<file path="src/rtl/ahfp_mult_arbiter_if.sv">
// Requester and multiplier bundle for the shared FP multiplier arbiter.
// master = requester/multiplier side, slave = arbiter side.
interface ahfp_mult_arbiter_if #(
  parameter int NREQ = 4
);
  logic [NREQ-1:0]    req;
  logic [32*NREQ-1:0] req_dataa;
  logic [32*NREQ-1:0] req_datab;
  logic [NREQ-1:0]    gnt;
  logic [31:0]        mul_dataa;
  logic [31:0]        mul_datab;
  logic [31:0]        mul_result;
  logic [NREQ-1:0]    rsp_valid;
  logic [31:0]        rsp_result;
  logic               busy;

  modport master (
    output req,
    output req_dataa,
    output req_datab,
    output mul_result,
    input  gnt,
    input  mul_dataa,
    input  mul_datab,
    input  rsp_valid,
    input  rsp_result,
    input  busy
  );

  modport slave (
    input  req,
    input  req_dataa,
    input  req_datab,
    input  mul_result,
    output gnt,
    output mul_dataa,
    output mul_datab,
    output rsp_valid,
    output rsp_result,
    output busy
  );
endinterface

</file>
<file path="src/rtl/ahfp_mult_arbiter.sv">
// Round-robin arbiter sharing one combinational FP multiplier.
// Two-stage pipeline: operand capture, then registered product return.
module ahfp_mult_arbiter #(
  parameter int NREQ = 4,
  parameter int IDW  = 2
) (
  input  logic                 clk,
  input  logic                 reset,
  input  logic                 clk_en,
  ahfp_mult_arbiter_if.slave   bus
);

  logic [IDW-1:0]  ptr;
  logic [IDW-1:0]  win_id;
  logic            win_vld;
  logic [NREQ-1:0] gnt_w;
  logic            grant;
  logic [31:0]     win_a;
  logic [31:0]     win_b;
  logic [IDW-1:0]  ptr_nxt;

  logic            s1_valid;
  logic [IDW-1:0]  s1_id;
  logic [NREQ-1:0] s1_oh;
  logic [31:0]     mul_a_q;
  logic [31:0]     mul_b_q;
  logic [NREQ-1:0] rsp_valid_q;
  logic [31:0]     rsp_result_q;

  // Search from ptr upward with wrap; first requester found wins.
  always_comb begin
    int idx;
    idx     = 0;
    win_vld = 1'b0;
    win_id  = '0;
    for (int j = 0; j < NREQ; j++) begin
      idx = int'(ptr) + j;
      if (idx >= NREQ) idx = idx - NREQ;
      if (!win_vld && bus.req[idx]) begin
        win_vld = 1'b1;
        win_id  = IDW'(idx);
      end
    end
  end

  // No grant while stalled or held in reset.
  always_comb begin
    gnt_w = '0;
    if (clk_en && reset && win_vld)
      gnt_w[win_id] = 1'b1;
  end

  assign grant = |gnt_w;

  always_comb begin
    win_a = bus.req_dataa[32*int'(win_id) +: 32];
    win_b = bus.req_datab[32*int'(win_id) +: 32];
  end

  always_comb begin
    if (win_id == IDW'(NREQ-1))
      ptr_nxt = '0;
    else
      ptr_nxt = win_id + 1'b1;
  end

  always_comb begin
    s1_oh        = '0;
    s1_oh[s1_id] = 1'b1;
  end

  always_ff @(posedge clk or negedge reset) begin
    if (!reset) begin
      ptr          <= '0;
      s1_valid     <= 1'b0;
      s1_id        <= '0;
      mul_a_q      <= '0;
      mul_b_q      <= '0;
      rsp_valid_q  <= '0;
      rsp_result_q <= '0;
    end else if (clk_en) begin
      s1_valid <= grant;
      s1_id    <= win_id;
      if (grant) begin
        ptr     <= ptr_nxt;
        mul_a_q <= win_a;
        mul_b_q <= win_b;
      end
      rsp_valid_q <= s1_valid ? s1_oh : '0;
      if (s1_valid)
        rsp_result_q <= bus.mul_result;
    end
  end

  assign bus.gnt        = gnt_w;
  assign bus.mul_dataa  = mul_a_q;
  assign bus.mul_datab  = mul_b_q;
  assign bus.rsp_valid  = rsp_valid_q;
  assign bus.rsp_result = rsp_result_q;
  assign bus.busy       = s1_valid | (|rsp_valid_q);

endmodule

</file>
<file path="src/flat_wrapper.sv">
// flat-port wrapper written by rule: the top's interface ports become plain ports
module ahfp_mult_arbiter_flat 
#(
  parameter int NREQ = 4,
  parameter int IDW  = 2
)
  (clk, reset, clk_en, bus_req, bus_req_dataa, bus_req_datab, bus_mul_result, bus_gnt, bus_mul_dataa, bus_mul_datab, bus_rsp_valid, bus_rsp_result, bus_busy);
  ahfp_mult_arbiter_if #(.NREQ(NREQ)) bus_i ();
  input  logic clk;
  input  logic reset;
  input  logic clk_en;
  input wire logic [$bits(bus_i.req)-1:0] bus_req;
  input wire logic [$bits(bus_i.req_dataa)-1:0] bus_req_dataa;
  input wire logic [$bits(bus_i.req_datab)-1:0] bus_req_datab;
  input wire logic [$bits(bus_i.mul_result)-1:0] bus_mul_result;
  output wire logic [$bits(bus_i.gnt)-1:0] bus_gnt;
  output wire logic [$bits(bus_i.mul_dataa)-1:0] bus_mul_dataa;
  output wire logic [$bits(bus_i.mul_datab)-1:0] bus_mul_datab;
  output wire logic [$bits(bus_i.rsp_valid)-1:0] bus_rsp_valid;
  output wire logic [$bits(bus_i.rsp_result)-1:0] bus_rsp_result;
  output wire logic [$bits(bus_i.busy)-1:0] bus_busy;
  assign bus_i.req = bus_req;
  assign bus_i.req_dataa = bus_req_dataa;
  assign bus_i.req_datab = bus_req_datab;
  assign bus_i.mul_result = bus_mul_result;
  assign bus_gnt = bus_i.gnt;
  assign bus_mul_dataa = bus_i.mul_dataa;
  assign bus_mul_datab = bus_i.mul_datab;
  assign bus_rsp_valid = bus_i.rsp_valid;
  assign bus_rsp_result = bus_i.rsp_result;
  assign bus_busy = bus_i.busy;
  ahfp_mult_arbiter #(.NREQ(NREQ), .IDW(IDW)) u_core (.clk(clk), .reset(reset), .clk_en(clk_en), .bus(bus_i));
endmodule
</file>
<file path="config.mk">
export PLATFORM = sky130hd
export DESIGN_NAME = ahfp_mult_arbiter_flat
export DESIGN_NICKNAME = d
export VERILOG_FILES = /design/src/rtl/ahfp_mult_arbiter_if.sv /design/src/rtl/ahfp_mult_arbiter.sv /design/src/flat_wrapper.sv
export SDC_FILE = /design/constraint.sdc
export NUM_CORES = 1
export LEC_CHECK = 0
export ABC_CLOCK_PERIOD_IN_PS = 2600
export CAP_MARGIN = 30
export CORE_AREA = 2 2 157 159
export CTS_CLUSTER_DIAMETER = 50
export DETAILED_ROUTE_END_ITERATION = 8
export DIE_AREA = 0 0 159 161
export HOLD_SLACK_MARGIN = 0.05
export PLACE_DENSITY_LB_ADDON = 0.05
export SLEW_MARGIN = 10
export SYNTH_ARGS = -nofsm -noshare
export SYNTH_HDL_FRONTEND = slang
export SYNTH_SLANG_ARGS = --single-unit
</file>
<file path="constraint.sdc">
create_clock -name clk -period 2.6 [get_ports clk]
set_input_delay 0.39 -clock clk [delete_from_list [all_inputs] [get_ports clk]]
set_output_delay 0.39 -clock clk [all_outputs]
set_load 0.01 [all_outputs]
</file>
Word-level counts from Yosys, hierarchy flattened. Cells that the tools add are included.

Add/subtract/negate cells: 8. $mul: 0. Divide/modulo/power cells: 0. $lt $le $gt $ge: 12. Eq/ne operators: 1. Shift operators: 2. Mux-type cells: 31. Bitwise logic cells: 1. Reduce and logical (&&, ||, !) cells: 14.

Operators by type and width (count): $shiftx 128x8->32 (2); $lt 32x4->1 const B (4); $mux 32 (4); $ge 32x4->1 const B (3); $sub 32x4->32 const B (3); $mux 1 (14); $mux 2 (5); $bmux 1 s2 (4); $mux 4 (2); $reduce_or 4->1 (2); $logic_and 1x1->1 (7); $add 2x2->3 const B (2); $lt 2x3->1 const B (2); $demux 1 s2 (2); $ge 2x1->1 const B (2); $reduce_and 2->1 (2); $sub 2x3->4 const B (1); $add 2x1->3 const B (1); $ge 2x3->1 const B (1); $logic_not 1->1 (3); $add 2x1->2 const B (1); $eq 2x2->1 const B (1); $or 1x1->1 (1).

Flip-flop bits (word level): 105. Latch bits: 0. Memory bits (writable): 0. ROM bits: 0. Input port bits: 295. Output and inout bits: 105. Logic and storage cells: 76. Memories: 0.

Longest topological paths before layout.
Depth after elaboration: 22. Depth in mapped cells: 13. Gate-level depth less buffers: 8.

Worst setup path after synthesis. Ideal clock, no wire load.

Kind: input to register. From: in bus_req[2]. To: reg u_core.ptr[1]. Library setup time: 0.128 ns. Data arrival time: 2.469 ns. Required time: 2.472 ns. Setup slack: 0.003 ns. Stages: 10. Buffers on the path: 4. Path through: nor2b_1 -> a311o_1 -> o21a_1 -> buf_2 -> buf_6 -> buf_6 -> ha_1 -> o41ai_2 -> buf_2 -> mux2_1.

Longest elaborated chain between the ends: 20. Elaborated cells between the ends (all ways): 38. Classes of those cells: add/sub (1); order compare (2); eq/ne (1); mux (24); reduce/logical (10).

Ends and longest elaborated chain: from (decl) (RTL line flat_wrapper.sv:12) `input wire logic [$bits(bus_i.req)-1:0] bus_req;`; $bmux 1 s2 (RTL line ahfp_mult_arbiter.sv:39) `if (!win_vld && bus.req[idx]) begin`; $mux 1 (implied by the code) (2 in series) (RTL line ahfp_mult_arbiter.sv:39); $mux 1 (RTL line ahfp_mult_arbiter.sv:39); $logic_not 1->1 (RTL line ahfp_mult_arbiter.sv:39); $logic_and 1x1->1 (RTL line ahfp_mult_arbiter.sv:39); $mux 1 (RTL line ahfp_mult_arbiter.sv:39); $logic_not 1->1 (RTL line ahfp_mult_arbiter.sv:39); $logic_and 1x1->1 (RTL line ahfp_mult_arbiter.sv:39); [... 4 more ...]; via u_core.win_id[1] (RTL line ahfp_mult_arbiter.sv:14) `logic [IDW-1:0] win_id;`; $lt 2x3->1 (implied by the code) or $ge 2x1->1 (tied branches) (RTL line ahfp_mult_arbiter.sv:50) `gnt_w[win_id] = 1'b1;`; $logic_and 1x1->1 (implied by the code) (RTL line ahfp_mult_arbiter.sv:50); $mux 1 (implied by the code) (RTL line ahfp_mult_arbiter.sv:50); $demux 1 s2; $mux 4 (RTL line ahfp_mult_arbiter.sv:49) `if (clk_en && reset && win_vld)`; $reduce_or 4->1 (RTL line ahfp_mult_arbiter.sv:53) `assign grant = |gnt_w;`; $reduce_and 2->1 (no line); to (signal assigned) (RTL line ahfp_mult_arbiter.sv:85) `ptr <= ptr_nxt;`; to (decl) (RTL line ahfp_mult_arbiter.sv:13) `logic [IDW-1:0] ptr;`.

Mark *: on every way through the listed nets, which the timed path passes. The rest lies on a longest branch. The select of a mux whose other input is x is not followed. A chain may end at the register's enable or synchronous reset.

Worst setup path in the final report.
From: in bus_req[3]. To: out bus_gnt[0].

Longest elaborated chain between the ends: 18. Elaborated cells between the ends (all ways): 33. Classes of those cells: order compare (2); mux (23); reduce/logical (8).

Ends and longest elaborated chain: $bmux 1 s2 (RTL line ahfp_mult_arbiter.sv:39); $mux 1 (implied by the code) (2 in series) (RTL line ahfp_mult_arbiter.sv:39); $mux 1 (RTL line ahfp_mult_arbiter.sv:39); $logic_not 1->1 (RTL line ahfp_mult_arbiter.sv:39); $logic_and 1x1->1 (RTL line ahfp_mult_arbiter.sv:39); $mux 1 (RTL line ahfp_mult_arbiter.sv:39); $logic_not 1->1 (RTL line ahfp_mult_arbiter.sv:39); $logic_and 1x1->1 (RTL line ahfp_mult_arbiter.sv:39); $mux 1 (RTL line ahfp_mult_arbiter.sv:39); $logic_not 1->1 (RTL line ahfp_mult_arbiter.sv:39); $logic_and 1x1->1 (RTL line ahfp_mult_arbiter.sv:39); $mux 2 (RTL line ahfp_mult_arbiter.sv:39); $lt 2x3->1 (implied by the code) or $ge 2x1->1 (tied branches) (RTL line ahfp_mult_arbiter.sv:50); $logic_and 1x1->1 (implied by the code) (RTL line ahfp_mult_arbiter.sv:50); $mux 1 (implied by the code) (RTL line ahfp_mult_arbiter.sv:50); $demux 1 s2; $mux 4 * (RTL line ahfp_mult_arbiter.sv:49); to (decl) (RTL line flat_wrapper.sv:16) `output wire logic [$bits(bus_i.gnt)-1:0] bus_gnt;`.

Mark *: on every way between the ends. The rest lies on a longest branch, timed or not. The select of a mux whose other input is x is not followed.

==> impl_metrics.toml <==
[placement]
dp_cells = 1192
post-place-ws_ns = -0.458
place.detailed.hpwl_mm = 17.6
place_congestion = 0.905
portBuffers = 399

[synthesis]
yosys.area.top_type = "dfrtp_1"
ys_types = 28
synthCells = 480
synth_area_um2 = 5620
yosysWarnings = 0
synth_area_leaders = "dfrtp_1 (47%), mux2i_1 (23%), o221ai_1 (10%)"
syn_area_per_cell_um2 = 11.7
syn_nets = 777
synth_top_flop_cell = "dfrtp_1"
yosysTopAreaCellShare_pct = 46.8
yosysMostFrequentCell = "mux2i_1"
synth-edff-count = 0
synth_seq_area_share_pct = 46.8
synth_async_sr_flop_share_pct = 100
ys_ff_latch = 105
synth_top_cells_by_count = "mux2i_1 (128), dfrtp_1 (105), nand2_1 (71)"

[clock_network]
htreeDepth = 3
cts.sinks = 105
insertion_delay_ns = 0.36
root_buffer = "clkbuf_16"
cts_made_buffers = 9
clk_pin_slew_ns = 0.07
cts_tree = "built"
clk_path_buf_depth = 2

[sta]
maxSlewHeadroom_pct = 47.0
fin_crit_sh_pct = 94.9
worst_slew_pin_slew_ns = 0.795
holdWs_ns = 0.0612
fmax_ghz = 0.405
finalClockSkew_ns = 0.0132
maxSlewViolCount = 0
hold_viol_final = 0
setup_viol = 0
layout_setup_ws_ns = 0.133
fin_crit_ns = 2.47

[grt]
grt_overflow_total = 0
antenna_found_initial = 1
grt_max_degree = 56
grt_pass1_vias = 5888
grt_pass1_wl_mm = 33.6
grt_use_total_pct = 16.9

[critical_path]
crit_path_end_kind = "primary output"
reg2reg_from = "u_core.ptr[1]"
required_ns = 2.21
r2r_end = "u_core.bus.mul_dataa[6]"
cp-start-kind = "input port"
r2r.worst_path.cells = 9
criticalPathCategory = "input port to primary output"
cp_max_fo = 3
critPathLaunch = "bus_req[3]"
r2r_setup_slack_ns = 0.32
critPathArrivalTime_ns = 2.08

[status]
outcome = "completed"

[floorplanning]
initial_utilization_pct = 23.4
die-area_um2 = 25600
core_area_um2 = 24000
die_y_um = 161
io_pins = 400
dieWidth_um = 159
row_count = 57

[power]
p_switching_mw = 3.21
switching_share_pct = 35.2
pwr_density_cell_nw_per_um2 = 878
p_leak_nw = 4.43
pwr-share-seq_pct = 31.0
vdd_ir_drop_max_uv = 365
pwr-share-clk_pct = 14.7
combPwrFrac_pct = 54.4
p_total_mw = 9.13
p_int_mw = 5.92

[worst_hold_path]
hold_class = "input port to async pin"

[route]
drt_first_iter_violations = 166
wl_met2_mm = 11.7
drt_wl_total_mm = 22.0
wire_per_inst_um = 18.2
m1WireLength_mm = 8.24
vias = 5423
routed.top_layer = "met4"
avgViaCountPerCell = 4.47
detail_route.first_pass.iterations = 4
wl_met3_mm = 1.65
drc_errors = 0
postRouteAntennaNets = 0

[cells_and_area]
multiInputGateArea_um2 = 2770
finalNonFillerCells = 1212
syn2layout_area_growth_pct = 85.1
utilization_pct = 43.4
final_nets = 1179
final-seq-area_um2 = 2630
nFillCells = 2301
drive_gt1_share_pct = 7.78

[flow_run]
cap_violations = 0
-- sequential cells by signal, indices dropped and copies added (netlist names) --
register / cells
u_core.bus.mul_dataa: 32
u_core.bus.mul_datab: 32
u_core.bus.rsp_result: 32
u_core.bus.rsp_valid: 4
u_core.ptr: 2
u_core.s1_id: 2
u_core.s1_valid: 1
-- what timing repair did --
action	4_1_cts	5_1_grt
pin swaps	3	3
hold buffers	0	0
setup buffers	1	2
setup endpoints to repair	45	70
gates resized for setup	11	13
-- worst max-delay path: stages --
cell             delay [ns]
clkdlybuf4s50_1        0.50
buf_4                  0.12
nor2b_1                0.04
nor4b_2                0.30
or2_1                  0.18
inv_2                  0.06
ha_2                   0.20
and2_1                 0.14
buf_2                  0.15
-- cells by family (layout without fill, tap and decap cells) --
kind of cell	count (synthesis)	after routing	synth area share [%]
AOI/OAI and AO/OA	76	76	11.7
adders and majority gates	2	2	0.445
buffers and inverters	47	454	4.81
DFF	105	105	46.8
muxes	163	163	29.8
other	0	1	0
and+or+nand+nor	87	87	6.41
-- cell usage in the layout, fill, tap and decap left out, types with 4 or more instances in the layout --
cell type and instances:
clkdlybuf4s50_1 393, mux2i_1 128, dfrtp_1 105, nand2_1 69, o221ai_1 64, mux2_1 31, buf_4 24, clkbuf_16 9
inv_1 6, nor2_1 4, mux2_2 4, o22ai_1 4, buf_12 4
-- stage by stage --
| step | setup TNS [ns] | instance area (um^2) |
|---|---|---|
| 2_1_floorplan | 0 | 5620 |
| 3_3_place_gp | -23.37 | 10100 |
| 3_5_place_dp | -26.98 | 10100 |
| 4_1_cts | 0 | 10400 |
| 5_1_grt | -0.0227 | 10400 |
| 6_report | 0 | 10400 |
-- cell type report --
class	instances	share of cell area [%]
antenna	1	0.0241
clock buffer	10	2.30
clock inverter	6	0.397
inverter	8	0.289
multi-input combinational	328	26.6
sequential	105	25.3
tap	324	3.90
timing repair buffer	430	41.2
-- metal layers --
layer | global-route usage (%) | vias up
li1 | - | 2600
met3 | 5.29 | 24
met1 | 18.0 | 2567
met2 | 31.8 | 232
met4 | 5.25 | 0
met5 | 0 | -
-- how the worst max path moves through the flow --
stage / endpoint / cells past startpoint
6_report: bus_gnt[0] / 9
5_1_grt: u_core.bus.mul_datab[25] / 12
4_1_cts: bus_gnt[0] / 8
3_5_place_dp: u_core.bus.mul_dataa[6] / 10
3_3_place_gp: u_core.bus.mul_datab[21] / 10
2_1_floorplan: u_core.ptr[1] / 10
-- power groups by stage --
stage | sequential (mW) | combinational (mW) | clock, mW
floorplan | 3.15 | 2.04 | 0
global placement | 2.84 | 4.96 | 0
detailed placement | 2.86 | 5.02 | 0
CTS | 2.83 | 5.03 | 1.40
global route | 2.93 | 5.34 | 1.45
finish | 2.83 | 4.96 | 1.34
(Power assumes the default switching activity.)
==> patch 1 (same settings) <==
`NREQ` is set to 4 in 3 places; all go to 3.
--- a/src/rtl/ahfp_mult_arbiter_if.sv
+++ b/src/rtl/ahfp_mult_arbiter_if.sv
@@ -2,5 +2,5 @@
 // master = requester/multiplier side, slave = arbiter side.
 interface ahfp_mult_arbiter_if #(
-  parameter int NREQ = 4
+  parameter int NREQ = 3
 );
   logic [NREQ-1:0]    req;
--- a/src/rtl/ahfp_mult_arbiter.sv
+++ b/src/rtl/ahfp_mult_arbiter.sv
@@ -2,5 +2,5 @@
 // Two-stage pipeline: operand capture, then registered product return.
 module ahfp_mult_arbiter #(
-  parameter int NREQ = 4,
+  parameter int NREQ = 3,
   parameter int IDW  = 2
 ) (
--- a/src/flat_wrapper.sv
+++ b/src/flat_wrapper.sv
@@ -2,5 +2,5 @@
 module ahfp_mult_arbiter_flat 
 #(
-  parameter int NREQ = 4,
+  parameter int NREQ = 3,
   parameter int IDW  = 2
 )
Ports: changed (5 resized); port bits go from 400 to 333. No check against the original RTL was run, so the function may have changed too.
==> patch 1 against the unedited design <==
The run now ends with negative setup slack left; worst setup slack worse by 0.23 ns; synthesized area up 7.3%; sequential share of layout area down 1.1 points; critical endpoint is now bus_gnt[1]; highest routed layer unchanged; wire length up 9.8%; design area up 3.5%; synthesized cell count up 22%; count of clock-buffer cells in the layout unchanged; sequential cell count down 1.
Power is not compared: it rests on default switching activity, and its combinational part moved more than twofold at a synthesized area within 25%.
==> patch 1: results (changes against the unedited design) <==
[clocking]
cts_root_buf=sky130_fd_sc_hd__clkbuf_16
max_h_tree_level=3  ; unchanged
number_of_buffers_inserted_during_clock_tree_synthesis=9  ; unchanged
cts_buffer_depth=2  ; unchanged

[sta]
tightestPinTransition_ns=0.755  ; -0.0397 ns
count_of_endpoints_failing_setup_in_the_final_report=4  ; +4
layout_setup_ws_ns=-0.0980  ; -0.231 ns
max_clock_skew_ns=0.0141  ; +0.000894 ns
hold_slack_ns=0.167  ; +0.106 ns

[synthesis]
synth.lib_cells_used.distinct=39  ; +39%
synth_nets=819  ; +5.4%
async_reset_ff_share_pct=100  ; unchanged
synth_sequential_area_ratio_pct=43.2  ; -3.6 points
post_synth_top_cells=sky130_fd_sc_hd__dfrtp_1 (104), sky130_fd_sc_hd__inv_1 (70), sky130_fd_sc_hd__mux2i_1 (68)
synthFlopType=sky130_fd_sc_hd__dfrtp_1
yosysWarningCount=0  ; unchanged
synthTopCellsByArea=sky130_fd_sc_hd__dfrtp_1 (43%), sky130_fd_sc_hd__mux2i_1 (11%), sky130_fd_sc_hd__o2bb2ai_1 (9.7%)

[min_path]
worstHoldPathType=input pin to asynchronous set/reset pin

[run_status]
status=complete, but fails checks
failed_checks=negative setup slack

[worst_setup_path]
r2r_slack_ns=0  ; -0.32 ns
critPathMaxFanout=5  ; +2
worstRegToRegCells=11  ; +2
r2r_end=u_core.bus.mul_datab[6]$_DFFE_PN0P_

[route]
drt-initial-drc-count=202  ; +22%
aggregate_routed_wire_length_um=24200  ; +9.8%
routed-via-count=6090  ; +12%
post-route-drc-count=0  ; unchanged

[grt]
groute.layer.met3.usage_pct=4.52  ; -0.77 points
globalRouteTotalUtil_pct=18.0  ; +1.1 points
met1_usage_in_global_routing_pct=21.2  ; +3.1 points
grt_antenna_before_repair=0  ; -1
wire_length_of_the_first_global_routing_pass_um=36400  ; +8.4%
grt_start_max_net_pins=65  ; +16%
grt.met2_usage_pct=32.4  ; +0.55 points
first_global_vias=6464  ; +9.8%

[pwr]
power.static_leakage_nw=4.26
peakVddDrop_mv=0.764

[place]
io_buffers=332  ; -17%
dpl_cell_area_sq_um=9840  ; -2.3%
place_ws_ns=-0.431  ; +0.0264 ns
detailedPlacementHpwl_um=16500  ; -6.3%
routabilityCongestion=0.826  ; -8.7%

[cells_and_area]
layout.nets=1160  ; -1.6%
final.fill_count=2266  ; -1.5%
post_route_cells_drive_above_1_share_pct=18.2  ; +10 points
antennaDiodeCount=0  ; -1

[job]
max_cap_violations=0  ; unchanged

[patch 1: final cells by class]
class	count	area, sq um	share of cell area [%]
sequential	104	2600	24.2
timing repair buffer	394	3980	37.0
tap	324	405	3.77
clock buffer	10	229	2.13
multi-input combinational	347	3230	30.1
clock inverter	6	42.5	0.395
inverter	70	263	2.44
[patch 1: how the worst max path moves through the flow]
| stage | cells after the start | to | start | slack [ns] |
|---|---|---|---|---|
| 6_report | 7 | bus_gnt[1] | u_core.ptr[1]$_DFFE_PN0P_ | -0.1 |
| 2_1_floorplan | 12 | u_core.s1_valid$_DFFE_PN0P_ | u_core.ptr[1]$_DFFE_PN0P_ | 0.04 |
| 3_5_place_dp | 7 | bus_gnt[0] | bus_req[0] | -0.43 |
| 5_1_grt | 9 | bus_gnt[0] | u_core.ptr[1]$_DFFE_PN0P_ | -0.16 |
| 3_3_place_gp | 7 | bus_gnt[0] | bus_req[0] | -0.41 |
| 4_1_cts | 8 | bus_gnt[0] | u_core.ptr[1]$_DFFE_PN0P_ | -0.09 |
[patch 1: cells by family after synthesis]
group	after synthesis	share of synthesized area, %
muxes	101	17.5
AOI/OAI and AO/OA	214	26.6
and+or+nand+nor	28	2.70
buffers and inverters	134	9.16
DFF	104	43.2
adders and majority gates	4	0.831
[patch 1: per-layer routing]
layer,vias up,wire (um)
li1,2867,-
met1,2960,10000
met2,230,12100
met3,33,1530
met4,0,594
met5,-,0
[patch 1: worst max-delay path: stages (launching register included)]
cell                      delay [ns]
sky130_fd_sc_hd__dfrtp_1        0.40
sky130_fd_sc_hd__inv_2          0.09
sky130_fd_sc_hd__ha_4           0.17
sky130_fd_sc_hd__mux2_4         0.32
sky130_fd_sc_hd__a21o_4         0.25
sky130_fd_sc_hd__o311a_4        0.40
sky130_fd_sc_hd__and4_4         0.20
sky130_fd_sc_hd__buf_6          0.12
[patch 1: power breakdown]
group | leakage (nW) | total [mW] | switching (mW) | internal, mW
Combinational | 2.92 | 10.0 | 4.90 | 5.14
Clock | 0.129 | 1.32 | 0.663 | 0.655
Sequential | 1.21 | 2.90 | 0.439 | 2.46
Total | 4.26 | 14.3 | 6.00 | 8.26
[patch 1: timing repair]
action | in CTS | in global routing
pin swaps | 10 | 9
gates cloned | 3 | 1
resized for setup | 43 | 68
setup buffers | 8 | 11
setup endpoints to repair | 69 | 69
[patch 1: through the flow]
step	utilization, %	cells	power [mW]	setup TNS [ns]
after floorplan	-	585	7.88	0
after global placement	41.1	1219	11.5	-14.67
after CTS	43.3	1245	13.5	-0.709
after detailed placement	41.1	1219	11.7	-18.81
after global routing	44.9	1255	15.3	-2.99
final	44.9	1255	14.3	-0.258
==> patch 2 (same flow settings) <==
Made on the original files. Make the reset (`reset`) synchronous in one clocked block.
--- a/src/rtl/ahfp_mult_arbiter.sv
+++ b/src/rtl/ahfp_mult_arbiter.sv
@@ -70,5 +70,5 @@
   end
 
-  always_ff @(posedge clk or negedge reset) begin
+  always_ff @(posedge clk) begin
     if (!reset) begin
       ptr          <= '0;
Formal check against the unedited RTL: differs if reset is asserted again (counterexample within 4 cycles, from zero or initial values and one cycle with reset low); with reset held inactive, the same outputs for 4 cycles.
==> patch 2 against the unedited design <==
Synthesized area grew 6.7%; utilization increased by 3.8 points; design area up 8.7%; wire length up 29%; die area unchanged; worst setup slack got worse by 0.11 ns; first-iteration DRC count rose by 80%; sequential cell count stayed put.
Power is not compared: it rests on default switching activity, and its combinational part moved more than twofold at a synthesized area within 25%.
==> patch 2: results (changes against the unedited design) <==
[grt]
met1_usage_in_global_routing_pct=25.7  ; +7.7 points
wire_length_of_the_first_global_routing_pass_um=42400  ; +26%
grt.met2_usage_pct=37.2  ; +5.4 points
globalRouteTotalUtil_pct=21.3  ; +4.4 points
grt_start_max_net_pins=64  ; +14%
groute.layer.met3.usage_pct=5.78  ; +0.49 points
first_global_vias=6704  ; +14%

[worst_setup_path]
worstPathArrival_ns=2.83  ; +0.75 ns
critPathMaxFanout=11  ; +8
r2r_slack_ns=0.02  ; -0.30 ns
worst_setup_path_end_kind=flop
cpMaxStageDelayCell=sky130_fd_sc_hd__or4_4
cpLargestDelayFamily=simple AND/OR/NAND/NOR gates
worst_path_largest_cell_delay_ns=0.55  ; +0.05 ns

[clocking]
clk_pin_slew_worst_paths_ns=0.08
cts_buffer_depth=2  ; unchanged
max_h_tree_level=3  ; unchanged

[run_status]
status=finished clean

[synthesis]
post_synth_top_cells=sky130_fd_sc_hd__dfxtp_1 (105), sky130_fd_sc_hd__nand2_1 (67), sky130_fd_sc_hd__a221o_1 (64), sky130_fd_sc_hd__o21ai_0 (64)
yosysWarningCount=0  ; unchanged
synth_sequential_area_ratio_pct=35.1  ; -12 points
async_reset_ff_share_pct=0  ; -100 points
synth_nets=946  ; +22%
synthTopCellsByArea=sky130_fd_sc_hd__dfxtp_1 (35%), sky130_fd_sc_hd__a221o_1 (11%), sky130_fd_sc_hd__mux2_4 (9.8%)
synth.lib_cells_used.distinct=39  ; +39%
syn_area_per_cell_sq_um=9.23  ; -21%

[route]
drt-initial-drc-count=298  ; +80%
aggregate_routed_wire_length_um=28500  ; +29%
drtPass1Iterations=4  ; unchanged
routed-via-count=6780  ; +25%

[sta]
hold_slack_ns=0.465  ; +0.404 ns
tightestPinTransition_ns=0.813  ; +0.0187 ns
max_clock_skew_ns=0.0102  ; -0.00298 ns

[place]
dp.cells=1339  ; +12%
routabilityCongestion=0.758  ; -16%
detailedPlacementHpwl_um=19200  ; +9.1%
io_buffers=399  ; unchanged

[pwr]
power.static_leakage_nw=4.17

[cells_and_area]
instances_no_fill=1376  ; +14%
post_route_cells_drive_above_1_share_pct=16.0  ; +8.2 points
final.fill_count=2335  ; +1.5%

[min_path]
worstHoldPathType=flop to flop

## patch 2: cell count changes after synthesis, sizes merged, moves of 50 or more
cell / change
dfxtp: +105
o21ai: +63
dfrtp: -105
mux2i: -125
a221o: +64
o221ai: -64
a211oi: +63
clkbuf: +50
nand3: +62
## patch 2: layer usage
| layer | part of all wire (%) | vias up |
|---|---|---|
| met2 | 49 | 273 |
| li1 | - | 3278 |
| met4 | 2.3 | 0 |
| met5 | 0 | - |
| met1 | 41 | 3197 |
| met3 | 7.1 | 32 |
## patch 2: final cells by class
| class | instances | area share, % |
|---|---|---|
| inverter | 2 | 0.133 |
| clock inverter | 7 | 0.963 |
| tap | 324 | 3.59 |
| timing repair buffer | 459 | 42.4 |
| sequential | 105 | 18.6 |
| clock buffer | 9 | 1.99 |
| antenna | 1 | 0.0221 |
| multi-input combinational | 469 | 32.3 |
## patch 2: power by group
| group | internal [mW] | switching, mW |
|---|---|---|
| Clock | 0.869 | 0.715 |
| Sequential | 1.76 | 0.0890 |
| Combinational | 1.19 | 0.797 |
| Total | 3.83 | 1.60 |
## patch 2: worst paths after layout
path                                             to  cells after the start                                   start
min          u_core.bus.rsp_result[25]$_SDFFE_PN0P_                      2  u_core.bus.rsp_result[25]$_SDFFE_PN0P_
min reg2reg  u_core.bus.rsp_result[25]$_SDFFE_PN0P_                      2  u_core.bus.rsp_result[25]$_SDFFE_PN0P_
max            u_core.bus.mul_datab[3]$_SDFFE_PN0P_                     11              u_core.ptr[0]$_SDFFE_PN0P_
max reg2reg    u_core.bus.mul_datab[3]$_SDFFE_PN0P_                     11              u_core.ptr[0]$_SDFFE_PN0P_
## patch 2: stage by stage
| stage | setup TNS [ns] | util (%) | setup WS [ns] | instance area (sq um) |
|---|---|---|---|---|
| after floorplan | -21.13 | - | -0.355 | 6180 |
| after global placement | -30.83 | 44.1 | -0.493 | 10600 |
| after detailed placement | -32.90 | 44.1 | -0.516 | 10600 |
| after CTS | 0 | 46.9 | 0.00271 | 11200 |
| after global routing | -0.537 | 47.2 | -0.0382 | 11300 |
| final | 0 | 47.2 | 0.0194 | 11300 |
## patch 2: kinds of logic (layout without fill, tap and decap cells)
kind of cell	Yosys count	after routing	synth area share, %
adders and majority gates	2	2	0.417
DFF	105	105	35.1
buffers and inverters	75	477	5.91
muxes	68	68	15.2
AOI/OAI and AO/OA	234	234	29.7
other	0	1	0
and+or+nand+nor	165	165	13.8
## patch 2: timing repair
item | in CTS | in global routing
setup endpoints to repair | 69 | 64
buffers inserted | 12 | 2
resized for setup | 26 | 6
gates cloned | 7 | 4
pin swaps | 4 | 48
